## config.mk

```make
export PLATFORM = sky130hd
export DESIGN_NAME = des_iterative_core
export DESIGN_NICKNAME = d
export VERILOG_FILES = /design/src/rtl/des_iterative_core_pkg.sv /design/src/rtl/des_iterative_core_round_stage.sv /design/src/rtl/des_iterative_core.sv
export SDC_FILE = /design/constraint.sdc
export NUM_CORES = 1
export LEC_CHECK = 0
export ABC_AREA = 0
export BUFFER_PORTS_ARGS = -buffer_cell sky130_fd_sc_hd__buf_2
export CAP_MARGIN = 20
export CORE_UTILIZATION = 55
export CTS_BUF_LIST = sky130_fd_sc_hd__clkbuf_2 sky130_fd_sc_hd__clkbuf_4 sky130_fd_sc_hd__clkbuf_8
export DETAILED_ROUTE_END_ITERATION = 12
export PLACE_DENSITY = 0.74
export SETUP_SLACK_MARGIN = 0.1
export SLEW_MARGIN = 25
export SYNTH_ARGS = -nofsm -noshare
export SYNTH_HDL_FRONTEND = slang
export SYNTH_HIERARCHICAL = 1
export SYNTH_SLANG_ARGS = --single-unit
```

## constraint.sdc

```tcl
create_clock -name clk -period 9.5 [get_ports clk]
set_input_delay 1.9 -clock clk [delete_from_list [all_inputs] [get_ports clk]]
set_output_delay 1.9 -clock clk [all_outputs]
set_load 0.03 [all_outputs]
```

## src/rtl/des_iterative_core_pkg.sv

```systemverilog
// Shared DES definitions: FSM states, permutation/S-box tables, key-schedule shifts.
// Tables use DES 1-based bit numbering; DES bit 1 is the MSB of each vector.
package des_iterative_core_pkg;

    typedef enum logic [1:0] {ST_IDLE, ST_ROUND, ST_DONE} state_t;

    localparam int unsigned IP_TAB [64] = '{
        58,50,42,34,26,18,10,2, 60,52,44,36,28,20,12,4, 62,54,46,38,30,22,14,6, 64,56,48,40,32,24,16,8,
        57,49,41,33,25,17,9,1,  59,51,43,35,27,19,11,3, 61,53,45,37,29,21,13,5, 63,55,47,39,31,23,15,7};
    localparam int unsigned FP_TAB [64] = '{
        40,8,48,16,56,24,64,32, 39,7,47,15,55,23,63,31, 38,6,46,14,54,22,62,30, 37,5,45,13,53,21,61,29,
        36,4,44,12,52,20,60,28, 35,3,43,11,51,19,59,27, 34,2,42,10,50,18,58,26, 33,1,41,9,49,17,57,25};
    localparam int unsigned E_TAB [48] = '{
        32,1,2,3,4,5, 4,5,6,7,8,9, 8,9,10,11,12,13, 12,13,14,15,16,17,
        16,17,18,19,20,21, 20,21,22,23,24,25, 24,25,26,27,28,29, 28,29,30,31,32,1};
    localparam int unsigned P_TAB [32] = '{
        16,7,20,21,29,12,28,17, 1,15,23,26,5,18,31,10, 2,8,24,14,32,27,3,9, 19,13,30,6,22,11,4,25};
    localparam int unsigned PC1_TAB [56] = '{
        57,49,41,33,25,17,9, 1,58,50,42,34,26,18, 10,2,59,51,43,35,27, 19,11,3,60,52,44,36,
        63,55,47,39,31,23,15, 7,62,54,46,38,30,22, 14,6,61,53,45,37,29, 21,13,5,28,20,12,4};
    localparam int unsigned PC2_TAB [48] = '{
        14,17,11,24,1,5, 3,28,15,6,21,10, 23,19,12,4,26,8, 16,7,27,20,13,2,
        41,52,31,37,47,55, 30,40,51,45,33,48, 44,49,39,56,34,53, 46,42,50,36,29,32};

    // Each box is 64 entries, row-major: index = row*16 + col.
    localparam int unsigned SBOX [8][64] = '{
        '{14,4,13,1,2,15,11,8,3,10,6,12,5,9,0,7, 0,15,7,4,14,2,13,1,10,6,12,11,9,5,3,8,
          4,1,14,8,13,6,2,11,15,12,9,7,3,10,5,0, 15,12,8,2,4,9,1,7,5,11,3,14,10,0,6,13},
        '{15,1,8,14,6,11,3,4,9,7,2,13,12,0,5,10, 3,13,4,7,15,2,8,14,12,0,1,10,6,9,11,5,
          0,14,7,11,10,4,13,1,5,8,12,6,9,3,2,15, 13,8,10,1,3,15,4,2,11,6,7,12,0,5,14,9},
        '{10,0,9,14,6,3,15,5,1,13,12,7,11,4,2,8, 13,7,0,9,3,4,6,10,2,8,5,14,12,11,15,1,
          13,6,4,9,8,15,3,0,11,1,2,12,5,10,14,7, 1,10,13,0,6,9,8,7,4,15,14,3,11,5,2,12},
        '{7,13,14,3,0,6,9,10,1,2,8,5,11,12,4,15, 13,8,11,5,6,15,0,3,4,7,2,12,1,10,14,9,
          10,6,9,0,12,11,7,13,15,1,3,14,5,2,8,4, 3,15,0,6,10,1,13,8,9,4,5,11,12,7,2,14},
        '{2,12,4,1,7,10,11,6,8,5,3,15,13,0,14,9, 14,11,2,12,4,7,13,1,5,0,15,10,3,9,8,6,
          4,2,1,11,10,13,7,8,15,9,12,5,6,3,0,14, 11,8,12,7,1,14,2,13,6,15,0,9,10,4,5,3},
        '{12,1,10,15,9,2,6,8,0,13,3,4,14,7,5,11, 10,15,4,2,7,12,9,5,6,1,13,14,0,11,3,8,
          9,14,15,5,2,8,12,3,7,0,4,10,1,13,11,6, 4,3,2,12,9,5,15,10,11,14,1,7,6,0,8,13},
        '{4,11,2,14,15,0,8,13,3,12,9,7,5,10,6,1, 13,0,11,7,4,9,1,10,14,3,5,12,2,15,8,6,
          1,4,11,13,12,3,7,14,10,15,6,8,0,5,9,2, 6,11,13,8,1,4,10,7,9,5,0,15,14,2,3,12},
        '{13,2,8,4,6,15,11,1,10,9,3,14,5,0,12,7, 1,15,13,8,10,3,7,4,12,5,6,11,0,14,9,2,
          7,11,4,1,9,12,14,2,0,6,10,13,15,3,5,8, 2,1,14,7,4,10,8,13,15,12,9,0,3,5,6,11}};

    function automatic logic [63:0] ip_perm(input logic [63:0] x);
        logic [63:0] y;
        y = '0;
        for (int unsigned i = 0; i < 64; i++) y[6'(63 - i)] = x[6'(64 - IP_TAB[i])];
        return y;
    endfunction

    function automatic logic [63:0] fp_perm(input logic [63:0] x);
        logic [63:0] y;
        y = '0;
        for (int unsigned i = 0; i < 64; i++) y[6'(63 - i)] = x[6'(64 - FP_TAB[i])];
        return y;
    endfunction

    function automatic logic [55:0] pc1_perm(input logic [63:0] x);
        logic [55:0] y;
        y = '0;
        for (int unsigned i = 0; i < 56; i++) y[6'(55 - i)] = x[6'(64 - PC1_TAB[i])];
        return y;
    endfunction

    function automatic logic [47:0] pc2_perm(input logic [55:0] x);
        logic [47:0] y;
        y = '0;
        for (int unsigned i = 0; i < 48; i++) y[6'(47 - i)] = x[6'(56 - PC2_TAB[i])];
        return y;
    endfunction

    function automatic logic [3:0] sbox(input logic [2:0] n, input logic [5:0] b);
        return 4'(SBOX[n][{b[5], b[0], b[4:1]}]);
    endfunction

    function automatic logic [31:0] feistel(input logic [31:0] r, input logic [47:0] k);
        logic [47:0] e;
        logic [31:0] s;
        logic [31:0] p;
        e = '0;
        for (int unsigned i = 0; i < 48; i++) e[6'(47 - i)] = r[5'(32 - E_TAB[i])];
        e = e ^ k;
        s = '0;
        for (int unsigned i = 0; i < 8; i++) begin
            s = {s[27:0], sbox(3'(i), e[47:42])};
            e = {e[41:0], 6'b0};
        end
        p = '0;
        for (int unsigned i = 0; i < 32; i++) p[5'(31 - i)] = s[5'(32 - P_TAB[i])];
        return p;
    endfunction

    // Decrypt walks the schedule backwards: round 1 reuses C0/D0 since 28 total shifts wrap.
    function automatic logic [1:0] shift_amt(input logic [4:0] rnd, input logic dec);
        logic single;
        single = (rnd == 5'd2) || (rnd == 5'd9) || (rnd == 5'd16);
        if (rnd == 5'd1) return dec ? 2'd0 : 2'd1;
        return single ? 2'd1 : 2'd2;
    endfunction

endpackage

```

## src/rtl/des_iterative_core_round_stage.sv

```systemverilog
// One combinational DES round: key-schedule step, subkey, Feistel update.
module des_iterative_core_round_stage
    import des_iterative_core_pkg::*;
#(
    parameter bit ENABLE_DECRYPT = 1'b1
)(
    input  logic [31:0] l_in,
    input  logic [31:0] r_in,
    input  logic [27:0] c_in,
    input  logic [27:0] d_in,
    input  logic [4:0]  round_idx,
    input  logic        mode,
    output logic [31:0] l_out,
    output logic [31:0] r_out,
    output logic [27:0] c_out,
    output logic [27:0] d_out
);
    logic       dec;
    logic [1:0] amt;

    always_comb begin
        dec   = mode & ENABLE_DECRYPT;
        amt   = shift_amt(round_idx, dec);
        c_out = c_in;
        d_out = d_in;
        if (dec) begin
            if (amt == 2'd1) begin
                c_out = {c_in[0], c_in[27:1]};
                d_out = {d_in[0], d_in[27:1]};
            end else if (amt == 2'd2) begin
                c_out = {c_in[1:0], c_in[27:2]};
                d_out = {d_in[1:0], d_in[27:2]};
            end
        end else if (amt == 2'd1) begin
            c_out = {c_in[26:0], c_in[27]};
            d_out = {d_in[26:0], d_in[27]};
        end else begin
            c_out = {c_in[25:0], c_in[27:26]};
            d_out = {d_in[25:0], d_in[27:26]};
        end
        l_out = r_in;
        r_out = l_in ^ feistel(r_in, pc2_perm({c_out, d_out}));
    end

endmodule

```

## src/rtl/des_iterative_core.sv

```systemverilog
// Iterative DES engine: IP, 16 Feistel rounds folded ROUNDS_PER_CYCLE per clock, FP.
// Valid/ready on both sides; a single block in flight.
module des_iterative_core
    import des_iterative_core_pkg::*;
#(
    parameter int unsigned ROUNDS_PER_CYCLE = 1,
    parameter bit          ENABLE_DECRYPT   = 1'b1
)(
    input  logic        clk,
    input  logic        reset,
    input  logic        plaintext_valid_din,
    output logic        plaintext_ready_dout,
    input  logic [63:0] plaintext_din,
    input  logic [63:0] key_din,
    input  logic        decrypt_din,
    output logic        ciphertext_valid_dout,
    input  logic        ciphertext_ready_din,
    output logic [63:0] ciphertext_dout,
    output logic        busy_dout
);
    localparam int unsigned N_CYC = 16 / ROUNDS_PER_CYCLE;
    localparam int unsigned CW    = $clog2(N_CYC) + 1;

    if (!(ROUNDS_PER_CYCLE == 1 || ROUNDS_PER_CYCLE == 2 || ROUNDS_PER_CYCLE == 4 ||
          ROUNDS_PER_CYCLE == 8 || ROUNDS_PER_CYCLE == 16)) begin : g_bad_rpc
        $error("des_iterative_core: ROUNDS_PER_CYCLE must be 1, 2, 4, 8 or 16");
    end

    state_t        state, state_nxt;
    logic [31:0]   l_q, r_q;
    logic [27:0]   c_q, d_q;
    logic [CW-1:0] round_cnt;
    logic          mode_q;
    logic          last_step;
    logic [4:0]    base_idx;

    logic [31:0] l_ch [ROUNDS_PER_CYCLE+1];
    logic [31:0] r_ch [ROUNDS_PER_CYCLE+1];
    logic [27:0] c_ch [ROUNDS_PER_CYCLE+1];
    logic [27:0] d_ch [ROUNDS_PER_CYCLE+1];

    assign l_ch[0]   = l_q;
    assign r_ch[0]   = r_q;
    assign c_ch[0]   = c_q;
    assign d_ch[0]   = d_q;
    assign base_idx  = 5'(32'(round_cnt) * ROUNDS_PER_CYCLE);
    assign last_step = (round_cnt == CW'(N_CYC - 1));

    for (genvar g = 0; g < ROUNDS_PER_CYCLE; g++) begin : g_stage
        des_iterative_core_round_stage #(.ENABLE_DECRYPT(ENABLE_DECRYPT)) u_stage (
            .l_in      (l_ch[g]),
            .r_in      (r_ch[g]),
            .c_in      (c_ch[g]),
            .d_in      (d_ch[g]),
            .round_idx (base_idx + 5'(g + 1)),
            .mode      (mode_q),
            .l_out     (l_ch[g+1]),
            .r_out     (r_ch[g+1]),
            .c_out     (c_ch[g+1]),
            .d_out     (d_ch[g+1])
        );
    end

    always_ff @(posedge clk or negedge reset) begin
        if (!reset) state <= ST_IDLE;
        else        state <= state_nxt;
    end

    always_comb begin
        state_nxt = state;
        unique case (state)
            ST_IDLE:  if (plaintext_valid_din)  state_nxt = ST_ROUND;
            ST_ROUND: if (last_step)            state_nxt = ST_DONE;
            ST_DONE:  if (ciphertext_ready_din) state_nxt = ST_IDLE;
            default:                            state_nxt = ST_IDLE;
        endcase
    end

    always_comb begin
        plaintext_ready_dout  = (state == ST_IDLE);
        ciphertext_valid_dout = (state == ST_DONE);
        busy_dout             = (state == ST_ROUND) || (state == ST_DONE);
    end

    // Output skips the final swap: FP is applied to {R16, L16}.
    always_ff @(posedge clk or negedge reset) begin
        if (!reset) begin
            l_q             <= '0;
            r_q             <= '0;
            c_q             <= '0;
            d_q             <= '0;
            round_cnt       <= '0;
            mode_q          <= 1'b0;
            ciphertext_dout <= '0;
        end else if (state == ST_IDLE) begin
            if (plaintext_valid_din) begin
                {l_q, r_q} <= ip_perm(plaintext_din);
                {c_q, d_q} <= pc1_perm(key_din);
                mode_q     <= decrypt_din & ENABLE_DECRYPT;
                round_cnt  <= '0;
            end
        end else if (state == ST_ROUND) begin
            l_q       <= l_ch[ROUNDS_PER_CYCLE];
            r_q       <= r_ch[ROUNDS_PER_CYCLE];
            c_q       <= c_ch[ROUNDS_PER_CYCLE];
            d_q       <= d_ch[ROUNDS_PER_CYCLE];
            round_cnt <= round_cnt + 1'b1;
            if (last_step) ciphertext_dout <= fp_perm({r_ch[ROUNDS_PER_CYCLE], l_ch[ROUNDS_PER_CYCLE]});
        end
    end

endmodule

```

==> results of run 1 <==
-- flip-flops by register name (all words and copies together) (netlist names) --
name	count
mode_q	1
d_q	28
c_q	28
r_q	32
round_cnt	5
l_q	32
ciphertext_dout	64
state	2
-- cell type report --
class / instances / area, sq um
inverters: 74 / 278
fillers: 2676 / 12400
clock inverters: 13 / 159
multi-input cells: 1447 / 11100
well taps: 396 / 495
flip-flops and latches: 192 / 4810
clock buffers: 19 / 262
repair buffers: 222 / 1210
-- final timing paths --
| path | end | cells after the start | slack (ns) |
|---|---|---|---|
| max reg2reg | ciphertext_dout[48] | 17 | 2.59 |
| min | l_q[8] | 2 | 0.51 |
| min reg2reg | l_q[8] | 2 | 0.51 |
| max in group asynchronous | mode_q | 2 | 6.86 |
| max | ciphertext_dout[48] | 17 | 2.59 |
| min in group asynchronous | ciphertext_dout[1] | 1 | 1.41 |
-- routing by layer --
metal	part of all wire	GRT usage	vias up
met5	0	0	-
li1	-	-	7004
met2	0.44	0.464	627
met1	0.44	0.431	7264
met4	0.028	0.111	0
met3	0.087	0.0662	75
-- critical path, delay by kind of cell (launching register included) --
| kind | cells | cell delay [ns] |
|---|---|---|
| DFF | 1 | 0.45 |
| and+or+nand+nor | 3 | 1.09 |
| AOI/OAI and AO/OA | 5 | 2.12 |
| muxes | 1 | 0.29 |
| adders and majority gates | 3 | 0.95 |
| xor gates and xnor gates | 2 | 0.62 |
| buffers and inverters | 3 | 1.26 |
-- placed cells by master, fill, tap and decap left out, types with 33 or more instances in the layout --
cell type and instances:
sky130_fd_sc_hd__xor2_1 37, sky130_fd_sc_hd__nor2_1 97, sky130_fd_sc_hd__a21oi_1 56, sky130_fd_sc_hd__xnor2_1 67, sky130_fd_sc_hd__dfrtp_1 191, sky130_fd_sc_hd__o221ai_1 46
sky130_fd_sc_hd__mux2_2 74, sky130_fd_sc_hd__o21ai_0 133, sky130_fd_sc_hd__mux2i_1 192, sky130_fd_sc_hd__o21ai_1 33, sky130_fd_sc_hd__nand2_1 218, sky130_fd_sc_hd__inv_1 71
sky130_fd_sc_hd__buf_2 190, sky130_fd_sc_hd__ha_1 66
-- stage by stage --
step           area, sq um  std cells  utilization  hold slack [ns]
4_1_cts              18200       2362        0.594            0.514
3_5_place_dp         17800       2330        0.580            0.488
3_3_place_gp         17800       2330        0.580            0.482
2_1_floorplan        17200       1893            -            0.467
6_report             18300       2363        0.596            0.508
5_1_grt              18300       2363        0.596            0.534
-- cells by family after synthesis --
group / after synthesis
flip-flops: 192
AND/OR/NAND/NOR: 446
buffers and inverters: 254
XOR/XNOR: 128
multiplexers: 286
AO/OA/AOI/OAI: 519
adder cells (fa/ha/maj): 68
==> results.md, run 1 <==
- The run finished with clean final reports.
- Across the run, the number of max-cap violations was 0.
- The final layout contains 2154 nets.
- Setup repair after global routing left no endpoint under its margin.
- The most used cell along the critical path is sky130_fd_sc_hd__ha_1.
- The largest family of logic cells by synthesized area is compound AO/OA/AOI/OAI gates.
- In this design, the stage delay of the slowest critical-path cell is 0.68 ns.
- The worst endpoint data arrival time is 7.32 ns.
- The startpoint of the lowest-slack hold path is l_q[8].
- The overall routed net length is 48.2 mm.
- The area growth from synthesis to layout is 6.41%.
- The number of clock buffers added by TritonCTS is 17.
- Among all stages on the critical path, the largest delay is contributed by sky130_fd_sc_hd__a31oi_4.
- The via count of the first global-routing pass is 14000.
- The die is 179 microns tall.
- The time the worst path needs with I/O delays and setup is 6.91 ns.
- The number of antenna violations at the first check in global routing is 1.
- Of the total synthesized cell area, the portion taken by full adders, half adders and majority gates is 0.0494.
- The fraction of synthesized cell area in xor and xnor cells is 0.0749.
- The peak fanout along the critical path is 39.
- Of the cells placed in the final design, the portion with a size suffix greater than 1 is 0.209.
- The longest clock path from root to sink contains 2 buffers.
- The count of port buffers added during placement is 191.
- After routing, the total negative slack on setup checks comes to 0 ns.
- The via count normalized by instance count is 6.34.
- The floorplan step defined a core boundary enclosing 30700 sq um.
- In this run the critical register-to-register path is launched from round_cnt[0].
- The clock-pin slew on the worst setup and hold paths is 0.11 ns.
- TritonCTS built the clock tree.
- The first-pass iteration count of the detailed router is 6.
- Buffers inserted to repair hold after CTS numbered 0.
- The residual overflow from global routing is 0.
- The netlist uses 97 different library cells.
- Of the post-synthesis cell area, the dominant cell type holds 0.280.
- Walking the worst path, the cells encountered are ha_1, and3_1, ha_1, inv_1, or4b_1, a31oi_4, buf_4, o221ai_1, and2_1, xor2_2, clkinv_1, ha_1, a2111oi_0, a31oi_1, a22oi_1, xnor2_1, mux2_2.
- The worst-case clock skew is 0.0220 ns.
- The most used flip-flop cell after synthesis is sky130_fd_sc_hd__dfrtp_1.
- The number of top-level design ports is 200.
- The first global-routing pass estimated 76.7 mm of wire.
- The most common cell in the synthesized netlist is sky130_fd_sc_hd__nand2_1.
- In the synthesized netlist, the cells that appear most often are sky130_fd_sc_hd__nand2_1, sky130_fd_sc_hd__dfrtp_1, sky130_fd_sc_hd__mux2i_1, sky130_fd_sc_hd__o21ai_0, sky130_fd_sc_hd__nor2_1.
- The worst setup slack after placement is 2.85 ns.
- The worst setup path is launched from a flip-flop.
- Entering global routing, the biggest net connects 121 pins.
- After layout, the worst setup slack is 2.59 ns.
- The synthesized-area fraction occupied by ao, oa, aoi and oai cells is 0.214.
- The number of standard cells after synthesis is 1893.
- The setup violation total in the final timing report is 0.
- The placed wire-length estimate after detailed placement is 34.1 mm.
- The final worst-path cycle share is 0.727.
- The worst relative slew slack is 0.284.
- The critical path capture point type is a flip-flop.
- For this run, the number of Yosys warnings is 6.
- Of the post-synthesis cell area, the part taken by muxes is 0.185.
- The final weighted congestion of routability-driven global placement is 0.951.
- The die covers 31900 sq um.
- The final number of max-transition violations is 0.
- The biggest area contributor in the post-synthesis netlist is sky130_fd_sc_hd__dfrtp_1.
- The number of sinks driven by the clock tree is 192.
- The post-synthesis simple-gate area fraction is 0.116.
- Across every metal layer, demand over resource in global routing totals 0.307.
- Static timing analysis puts the maximum clock frequency at 145 MHz.
- The synthesized design contains 0 enable-type register cells.
- In the post-synthesis netlist, the biggest area contributors are sky130_fd_sc_hd__dfrtp_1, sky130_fd_sc_hd__mux2i_1, sky130_fd_sc_hd__ha_1.
- The number of nets in the synthesized netlist is 2093.
- The per-instance average area after synthesis is 9.07 sq um.
- The critical path required time is 9.91 ns.
- The die is 179 microns wide.
- The floorplan has 64 rows.
- The cell area after synthesis is 17200 sq um.
- The critical path starts at round_cnt[0].
- The DRC marker count from the first detailed-route iteration is 1772.
- The critical path class is flip-flop to flip-flop.
- Gates resized during post-CTS repair numbered 0.
- In the synthesized netlist the async set-or-reset flop fraction comes to 1.00.
- The number of remaining DRC errors is 0.
- Clock latency on the worst-skew pair, taken at its later pin, is 0.53 ns.
- The total inserted antenna cells is 0.
- After synthesis the netlist holds a flip-flop and latch count of 192.
- The detail route stage leaves a number of antenna-violating nets equal to 0.
- The cell at the root of the clock tree is sky130_fd_sc_hd__clkbuf_8.
- The actual slew at the worst max-slew pin is 1.07 ns.
- The part of the Yosys area used for sequential elements is 0.280.
- After detailed routing, the average wire length per cell comes to 20.4 microns.
- The initial core utilization is 0.560.
- The H-tree depth is 4.
- The tightest min-delay check is of the flip-flop to flip-flop type.
- The final hold violation count is 0.
- The via count is 15000.
- In this run the post-CTS setup repair buffer count came out at 0.
Power of run 1 is not shown: default switching activity piles up to over one toggle a cycle in this logic, so the estimate is an artifact.
==> run 2, diff against run 1 <==
- clock period: 9.5 -> 6.8 ns (I/O delays scaled with it)
==> results.md, run 2 (synthesized netlist as in run 1, its figures left out) <==
- The overall routed net length is 48.9 mm (+1.5%).
- The max-cap violation count is 0 (unchanged).
- The wire length of the first global-routing pass is 77.2 mm (+0.75%).
- STA classifies the critical path startpoint as a flip-flop.
- The share of final-layout standard cells stronger than drive strength 1 came to 0.218 (+0.00949).
- In the final layout, the registers with the most flip-flops are ciphertext_dout: 64 flops, l_q: 32 flops, r_q: 32 flops.
- Leaving out fill and tap cells, the most frequent cell in the layout is sky130_fd_sc_hd__nand2_1.
- In this design, the largest share of critical-path delay is due to adder cells.
- The maximum number of pins on one net before global-route repair is 241 (+99%).
- The DRC marker count from the first detailed-route iteration is 1640 (-7.4%).
- In this run the worst hold path is classified as flip-flop to flip-flop.
- The height of the chip is 179 microns (unchanged).
- The number of buffer and inverter stages on the critical path is 4 (+1).
- The number of buffers inserted during clock tree synthesis was 17 (unchanged).
- The peak clock frequency supported by timing came to 163 MHz (+13%).
- The worst relative slew slack was 0.343 (+0.0586).
- The number of top-level design ports came to 200 (unchanged).
- The number of flip-flops in the largest register was 64 (unchanged).
- The setup violation total in the final timing report is 0 (unchanged).
- The TritonCTS clock tree is done.
- The cell at the root of the clock tree is sky130_fd_sc_hd__clkbuf_8.
- The final worst-path cycle share came to 0.901 (+0.174).
- The via count of the first global-routing pass is 13900 (-0.24%).
- The register-to-register path setup slack is 0.67 ns (-1.92 ns).
- The number of sinks driven by the clock tree is 192 (unchanged).
- The via count normalized by instance count is 6.39 (+0.86%).
- The wire length per cell was 20.4 microns (about the same).
- The cell that appears most often on the critical path is sky130_fd_sc_hd__mux2i_1.
- The worst hold path begins at ciphertext_dout[7].
- The number of standard-cell rows in the floorplan was 64 (unchanged).
- The global routing usage summed across all routing layers is 0.310 (+0.00273).
- The first-pass iteration count of the detailed router came to 6 (unchanged).
- The longest individual stage delay on the worst path is 0.68 ns (about the same).
- The final hold violation count was 0 (unchanged).
- The full die area came to 31900 sq um (unchanged).
- STA classifies the critical path endpoint as a flip-flop.
- The post-CTS setup-driven buffer insertion count was 0 (unchanged).
- The number of remaining DRC errors was 0 (unchanged).
- The clock-pin slew on the worst setup and hold paths is 0.11 ns (about the same).
- The time the worst path needs with I/O delays and setup is 6.13 ns (-0.782 ns).
- The placed wire-length estimate after detailed placement is 35.1 mm (+3.1%).
- The total of hold buffers inserted after clock tree synthesis is 0 (unchanged).
- The final number of max-transition violations came to 0 (unchanged).
- The peak fanout along the critical path came to 14 (-64%).
- The initial core utilization is 0.560 (unchanged).
- The horizontal die dimension came to 179 microns (unchanged).
- The via count is 15300 (+2.3%).
- The area growth from synthesis to layout is 7.51%.
- The worst-case clock skew is 0.0291 ns (+0.00706 ns).
- The count of port buffers added during placement is 191 (unchanged).
- The remaining antenna violation count after routing came to 0 (unchanged).
- The final weighted congestion of routability-driven global placement was 0.969 (+2.0%).
- The final net count came to 2183 (+1.3%).
- In this run the critical register-to-register path is launched from round_cnt[0].
- The worst reg-to-reg path cell count is 20 (+3).
- The deepest clock path buffer count is 2 (unchanged).
- The worst hold path stage count is 1 (-1).
- The most critical setup path has its startpoint at round_cnt[0].
- The H-tree depth was 4 (unchanged).
- In this run the critical register-to-register path is captured at r_q[8].
- The residual overflow from global routing came to 0 (unchanged).
- The core region area is 30700 sq um (unchanged).
- Ranked by flip-flop count, first place goes to ciphertext_dout.
- The run finished with clean final reports.
- The cell with the largest stage delay on the worst path is sky130_fd_sc_hd__or4b_1.
- The critical path required time was 7.24 ns (-2.67 ns).
- The setup total negative slack is 0 ns (unchanged).
- The post-cts repair resize count was 0 (unchanged).
- The critical path goes through ha_1, and3_1, ha_1, inv_1, or4b_1, a31oi_4, buf_4, nor2_1, o21a_1, xor2_2, inv_1, ha_1, inv_1, mux2_2, mux2i_1, mux2i_1, mux2i_1, xor2_1, mux2i_1, o21ai_0.
- The number of antenna violations at the first check in global routing is 2 (+1).
- Setup repair after global routing left no endpoint under its margin.
- The clock insertion delay at the later pin of the skew report is 0.53 ns (about the same).
- The critical path class is flip-flop to flip-flop.
- The top cell types in the final layout, fill and taps aside, are sky130_fd_sc_hd__nand2_1, sky130_fd_sc_hd__mux2i_1, sky130_fd_sc_hd__dfrtp_1.
- The actual slew at the worst max-slew pin came to 0.979 ns (-0.0873 ns).
- The worst endpoint data arrival time is 6.57 ns (-0.75 ns).
- The worst hold path terminates at ciphertext_dout[7].
==> run 2: how the worst max path moves through the flow <==
stage / endpoint / cells past startpoint / slack, ns
floorplan: ciphertext_dout[40] / 22 / 1.60
global placement: ciphertext_dout[48] / 17 / 0.93
detailed placement: r_q[8] / 20 / 0.82
CTS: r_q[8] / 20 / 0.77
global route: r_q[13] / 21 / 0.25
finish: r_q[8] / 20 / 0.67
==> run 2: area by class of cell <==
cell class                 count  area, sq um
sequential                   192         4810
timing repair buffer         251         1450
inverter                      74          278
multi-input combinational   1447        11000
antenna                        4         10.0
clock buffer                  18          241
fill                        2617        12200
clock inverter                14          161
tap                          396          495
==> run 2: metal layers <==
layer / GRT usage / share of wire / up-vias
met2: 0.466 / 0.44 / 745
met4: 0.105 / 0.027 / 2
met3: 0.0602 / 0.087 / 76
li1: - / - / 7080
met5: 0 / 0.00029 / -
met1: 0.443 / 0.44 / 7407
==> run 2: per-stage QoR <==
step / util / setup slack (ns) / hold WS (ns) / std cells / instance area (sq um)
after floorplan: - / 1.60 / 0.467 / 1893 / 17200
after global placement: 0.587 / 0.931 / 0.482 / 2359 / 18000
after detailed placement: 0.587 / 0.821 / 0.488 / 2359 / 18000
after CTS: 0.600 / 0.772 / 0.516 / 2391 / 18400
after global routing: 0.601 / 0.252 / 0.532 / 2392 / 18400
final: 0.602 / 0.675 / 0.511 / 2396 / 18500
Power of run 2 is left out for the same reason.
